===== config.mk =====
export PLATFORM = sky130hd
export DESIGN_NAME = seq_mult_unit
export DESIGN_NICKNAME = d
export VERILOG_FILES = /design/src/rtl/seq_mult_pkg.sv /design/src/rtl/seq_mult_add_sub.sv /design/src/rtl/seq_mult_unit.sv
export SDC_FILE = /design/constraint.sdc
export NUM_CORES = 1
export LEC_CHECK = 0
export BUFFER_PORTS_ARGS = -buffer_cell sky130_fd_sc_hd__clkbuf_2
export CAP_MARGIN = 30
export CELL_PAD_IN_SITES_DETAIL_PLACEMENT = 0
export CELL_PAD_IN_SITES_GLOBAL_PLACEMENT = 1
export CORE_ASPECT_RATIO = 1.2
export CORE_UTILIZATION = 41
export CTS_BUF_LIST = sky130_fd_sc_hd__clkbuf_2 sky130_fd_sc_hd__clkbuf_4 sky130_fd_sc_hd__clkbuf_8
export CTS_CLUSTER_DIAMETER = 100
export DETAILED_ROUTE_END_ITERATION = 10
export PLACE_DENSITY_LB_ADDON = 0.1
export SYNTH_ARGS = -nofsm -noshare
export SYNTH_HDL_FRONTEND = slang
export SYNTH_SLANG_ARGS = --single-unit

===== constraint.sdc =====
create_clock -name Clk -period 2.8 [get_ports Clk]
set_clock_uncertainty 0.2 [all_clocks]
set_input_delay 0.14 -clock Clk [delete_from_list [all_inputs] [get_ports Clk]]
set_output_delay 0.14 -clock Clk [all_outputs]
set_load 0.1 [all_outputs]

===== src/rtl/seq_mult_pkg.sv =====
// Shared state encoding and operand-extension helper for the sequential multiplier.
package seq_mult_pkg;

    typedef enum logic [1:0] {
        IDLE  = 2'd0,
        ADD   = 2'd1,
        SHIFT = 2'd2,
        DONE  = 2'd3
    } state_t;

    // Extension bit that widens a WIDTH-bit operand to WIDTH+1 bits.
    function automatic logic sext1(input logic msb, input logic signed_flag);
        return signed_flag & msb;
    endfunction

endpackage


===== src/rtl/seq_mult_add_sub.sv =====
// Purpose: (WIDTH+1)-bit add/subtract of A and S, sign- or zero-extended per mode.
// Latency: purely combinational.
// Backpressure: none; the result is consumed by the controller in its ADD state.
module add_sub_unit
    import seq_mult_pkg::*;
#(
    parameter int WIDTH = 8
) (
    input  logic [WIDTH-1:0] a_i,
    input  logic [WIDTH-1:0] s_i,
    input  logic             sub_i,
    input  logic             signed_mode_i,
    output logic [WIDTH:0]   sum_o
);

    logic [WIDTH:0] a_ext;
    logic [WIDTH:0] s_ext;

    assign a_ext = {sext1(a_i[WIDTH-1], signed_mode_i), a_i};
    assign s_ext = {sext1(s_i[WIDTH-1], signed_mode_i), s_i};

    // Subtraction only occurs for the sign-bit partial product in signed mode.
    assign sum_o = sub_i ? (a_ext - s_ext) : (a_ext + s_ext);

endmodule


===== src/rtl/seq_mult_unit.sv =====
// Purpose: shift-add multiplier, {A,B} = S*B + A with signed/unsigned and accumulate modes.
// Latency: Start accepted at edge k, Busy for 2*WIDTH cycles, Done pulse after edge k+2*WIDTH.
// Backpressure: Start/Load_B/Clear_A are ignored outside IDLE; Start held high retries next IDLE.
module seq_mult_unit
    import seq_mult_pkg::*;
#(
    parameter int WIDTH = 8
) (
    input  logic             Clk,
    input  logic             Reset,
    input  logic             Start,
    input  logic             Load_B,
    input  logic             Clear_A,
    input  logic             Accum,
    input  logic             Signed_Mode,
    input  logic [WIDTH-1:0] Din,
    output logic [WIDTH-1:0] Aout,
    output logic [WIDTH-1:0] Bout,
    output logic             Xout,
    output logic             Busy,
    output logic             Done
);

    localparam int CNT_W = $clog2(WIDTH);

    state_t           state_q, state_d;
    logic [CNT_W-1:0] cnt_q, cnt_d;
    logic             x_q, x_d;
    logic [WIDTH-1:0] a_q, a_d;
    logic [WIDTH-1:0] b_q, b_d;
    logic [WIDTH-1:0] s_q, s_d;
    logic             mode_q, mode_d;

    logic             last_iter;
    logic [WIDTH:0]   sum;

    assign last_iter = (cnt_q == CNT_W'(WIDTH - 1));

    add_sub_unit #(
        .WIDTH (WIDTH)
    ) u_add_sub (
        .a_i           (a_q),
        .s_i           (s_q),
        .sub_i         (mode_q & last_iter),
        .signed_mode_i (mode_q),
        .sum_o         (sum)
    );

    always_comb begin
        state_d = state_q;
        cnt_d   = cnt_q;
        x_d     = x_q;
        a_d     = a_q;
        b_d     = b_q;
        s_d     = s_q;
        mode_d  = mode_q;

        case (state_q)
            IDLE: begin
                if (Start) begin
                    state_d = ADD;
                    s_d     = Din;
                    mode_d  = Signed_Mode;
                    cnt_d   = '0;
                    if (Accum) begin
                        // X must mirror A's sign so the first shift stays arithmetic.
                        x_d = sext1(a_q[WIDTH-1], Signed_Mode);
                    end else begin
                        x_d = 1'b0;
                        a_d = '0;
                    end
                end else begin
                    if (Clear_A) begin
                        x_d = 1'b0;
                        a_d = '0;
                    end
                    if (Load_B) begin
                        b_d = Din;
                    end
                end
            end
            ADD: begin
                if (b_q[0]) begin
                    {x_d, a_d} = sum;
                end
                state_d = SHIFT;
            end
            SHIFT: begin
                x_d = mode_q & x_q;
                a_d = {x_q, a_q[WIDTH-1:1]};
                b_d = {a_q[0], b_q[WIDTH-1:1]};
                if (last_iter) begin
                    state_d = DONE;
                end else begin
                    cnt_d   = cnt_q + CNT_W'(1);
                    state_d = ADD;
                end
            end
            DONE: begin
                state_d = IDLE;
            end
            default: begin
                state_d = IDLE;
            end
        endcase
    end

    always_ff @(posedge Clk or negedge Reset) begin
        if (!Reset) begin
            state_q <= IDLE;
            cnt_q   <= '0;
            x_q     <= 1'b0;
            a_q     <= '0;
            b_q     <= '0;
            s_q     <= '0;
            mode_q  <= 1'b0;
        end else begin
            state_q <= state_d;
            cnt_q   <= cnt_d;
            x_q     <= x_d;
            a_q     <= a_d;
            b_q     <= b_d;
            s_q     <= s_d;
            mode_q  <= mode_d;
        end
    end

    assign Aout = a_q;
    assign Bout = b_q;
    assign Xout = x_q;
    assign Busy = (state_q == ADD) || (state_q == SHIFT);
    assign Done = (state_q == DONE);

endmodule


==> metrics.md <==
| Metric | Value |
|---|---|
| Crit path required time | `2.77 ns` |
| Ratio of final minimum period to clock period | `0.952` |
| Area growth, synth to finish | `26.5%` |
| Seq/Total Area, Yosys | `0.358` |
| # clock sinks | `31` |
| DR iter-0 viols | `60` |
| Layout cell share with drive strength beyond 1 | `0.301` |
| R2R Setup Slk | `0.13 ns` |
| Hold Slack | `-0.0117 ns` |
| Die width | `68.4 um` |
| Final Hold Viols | `1` |
| Crit path from | `cnt_q[0]` |
| Worst path depth | `11` |
| Routed WL per cell | `14.7 um` |
| Syn Std Cell Area | `2170 um^2` |
| CP max stage delay | `0.38 ns` |
| Clock Latency Late Sink | `0.28 ns` |
| Port bufs | `33` |
| Synth unique cells | `48` |
| Largest net degree at the start of global routing | `32` |
| FF/Latch Area | `776 um^2` |
| Worst Setup Path Type | `reg -> reg` |
| Worst Setup End Kind | `flop` |
| Antenna Violating Nets Remaining | `0` |
| Die height | `81.7 um` |
| DR vias/cell | `5.37` |
| Failing checks | `negative hold slack` |
| Core Rows | `28` |
| Critical Path, Cell by Cell | `ha_1, ha_1, and2_4, a21oi_2, xnor2_2, ha_4, a21o_1, a31o_2, a21oi_2, nand2b_1, o211a_1` |
| Multiplexer area fraction after synthesis | `0.107` |
| Avg Synthesized Cell Area | `9.64 um^2` |
| Max-slew violations | `0` |
| Vias post-DR | `1837` |
| DIE AREA | `5580 um^2` |
| Total gr overflow | `0` |
| DRC viols | `0` |
| CTS tree | `built` |
| Area of the multi-input gates | `1360 um^2` |
| Flops & latches, synth | `31` |
| First-pass GRT wire length | `8070 um` |
| Reg-to-reg startpoint | `cnt_q[0]` |
| Maximum fanout along the worst path | `5` |
| Top delay family on crit path | `compound AO/OA/AOI/OAI gates` |
| Number of flops mapped to enable cells by yosys | `0` |
| Syn Nets | `257` |
| Most frequent cells in the layout | `33 x clkbuf_2, 31 x dfrtp_1, 27 x nand2_1` |
| Measured slew at the worst slew-check pin | `0.793 ns` |
| Clk buf depth | `2` |
| CP Data Arrival Time | `2.64 ns` |
| Core Footprint | `5010 um^2` |
| Fillers | `490` |
| Post-Synth XOR/XNOR Area | `0.0444` |
| M3 GR Usage | `0.0431` |
| Root Driver | `clkbuf_8` |
| Reg2Reg Depth | `11` |
| Core Util, Final | `0.547` |
| Worst-path clk slew | `0.07 ns` |
| Slowest cell on crit path | `dfrtp_1` |
| Compound-gate portion of the synthesized area | `0.204` |
| Hold path depth | `4` |
| Vias in the first global route | `1705` |
| Status | `complete, but fails checks` |
| Asr flop ratio synth | `1.00` |
| # setup viols final | `0` |
| Mapped Cells | `225` |
| Worst setup endpoint | `Xout` |
| Slew margin rel. | `0.471` |
| Simple-Gate Fraction of Synth Area | `0.142` |
| Buf+Inv Stages, Crit Path | `0` |
| Startpoint Class | `flop` |
| Crit Reg-Reg Endpoint | `Xout` |
| Busiest grt layer | `met2` |
| Initial Util | `0.433` |
| Ant. Diodes | `0` |
| Synth Flop Type | `dfrtp_1` |
| Tmin final | `2.67 ns` |
| GR Util met1 | `0.255` |
| Synth Area in Adders | `0.102` |
| Hold/Removal Path Class | `in -> reg` |
| Ys Warns | `0` |
| Maxcap violations | `0` |
| Final Wtd Congestion | `0.809` |
| Maximum clock frequency | `375 MHz` |
| Final WL | `5020 um` |
| Total track usage | `0.196` |
| Initial antenna violation count | `0` |
| First-pass detailed-route iteration total | `4` |
| TritonCTS Buffers | `5` |
| Detail Placement HPWL | `3820 um` |
| Largest family of logic cells by synthesized area | `compound AO/OA/AOI/OAI gates` |
| GR Layer Usage met2 | `0.307` |
| H-tree levels | `2` |
| Layout Nets | `313` |
| Commonest non-fill, non-tap cell in the layout | `clkbuf_2` |
| # IOs | `34` |
| Setup TNS | `0 ns` |
-- stage by stage --
step	area (um^2)	cells	setup slack, ns	hold WS [ns]
2_1_floorplan	2170	225	0.0348	-0.356
5_1_grt	2740	342	-0.0172	0.0187
4_1_cts	2650	337	0.00231	0.138
3_3_place_gp	2440	319	0.0378	0.0779
6_report	2740	342	0.133	-0.0117
3_5_place_dp	2440	319	-0.00638	0.0772
-- how the worst min path moves through the flow --
| stage | startpoint | to |
|---|---|---|
| detailed placement | Reset | Aout[4] |
| floorplan | Reset | Aout[0] |
| CTS | Start | state_q[0] |
| global route | Load_B | Bout[7] |
| global placement | Reset | Aout[4] |
| finish | Load_B | Bout[7] |
-- worst register-to-register path: cells and delay by family, from the launching register on --
family	cells	cell delay, ns
adders and majority gates	3	0.66
and+or+nand+nor	2	0.26
DFF	1	0.38
xor gates and xnor gates	1	0.16
AOI/OAI and AO/OA	5	0.89
-- layout make-up --
class | count | area share
Inverter | 13 | 0.0178
Multi-Input combinational cell | 172 | 0.496
Tap cell | 60 | 0.0274
Clock inverter | 1 | 0.00274
Timing Repair Buffer | 58 | 0.138
Sequential cell | 31 | 0.283
Clock buffer | 7 | 0.0351
-- per-layer routing --
metal,share of wire,vias up
met5,0,-
met4,0.027,0
met3,0.034,10
met2,0.47,33
met1,0.47,868
li1,-,926
-- cells in the mapped netlist (2+ instances only) --
| cell | count | area, um^2 |
|---|---|---|
| nor3_1 | 2 | 10.0 |
| nor4_1 | 2 | 12.5 |
| and3_1 | 2 | 12.5 |
| nor2b_1 | 4 | 25.0 |
| xor2_1 | 3 | 26.3 |
| a21o_1 | 2 | 15.0 |
| ha_1 | 16 | 200 |
| o221ai_1 | 2 | 17.5 |
| o21ai_1 | 3 | 15.0 |
| o21a_1 | 3 | 22.5 |
| o31ai_1 | 5 | 37.5 |
| a22oi_1 | 5 | 37.5 |
| o21ai_0 | 16 | 80.1 |
| xnor2_1 | 8 | 70.1 |
| a21oi_1 | 9 | 45.0 |
| nand2b_1 | 2 | 12.5 |
| clkbuf_1 | 2 | 7.51 |
| a22o_1 | 4 | 35.0 |
| nand3_1 | 3 | 15.0 |
| a31oi_1 | 2 | 12.5 |
| and2_1 | 3 | 18.8 |
| nor2_1 | 7 | 26.3 |
| mux2_2 | 9 | 101 |
| inv_1 | 13 | 48.8 |
| nand4_1 | 2 | 12.5 |
| dfrtp_1 | 31 | 776 |
| buf_2 | 6 | 30.0 |
| mux2i_1 | 13 | 130 |
| nand2_1 | 27 | 101 |
-- flip-flops by register name, indices dropped and copies added (netlist names) --
register / count
Aout: 8
Bout: 8
s_q: 8
cnt_q: 3
state_q: 2
Xout: 1
mode_q: 1
-- repair_timing --
item	4_1_cts	5_1_grt
hold buffers	10	0
gates resized for setup	1	10
cloned	0	0
hold endpoints to repair	48	0
pin swaps	0	5
endpoints found under the setup margin	1	5
setup buffers	0	4
-- kinds of logic (layout without fill, tap and decap cells) --
family          count (synthesis)  in the layout
mux                            22             22
buf+inv                        22             79
xor+xnor                       11             11
simple gates                   60             60
compound gates                 62             62
fa+ha+maj                      17             17
flops                          31             31
Power is not shown: default switching activity piles up to over one toggle a cycle in this logic, so the estimate is an artifact.
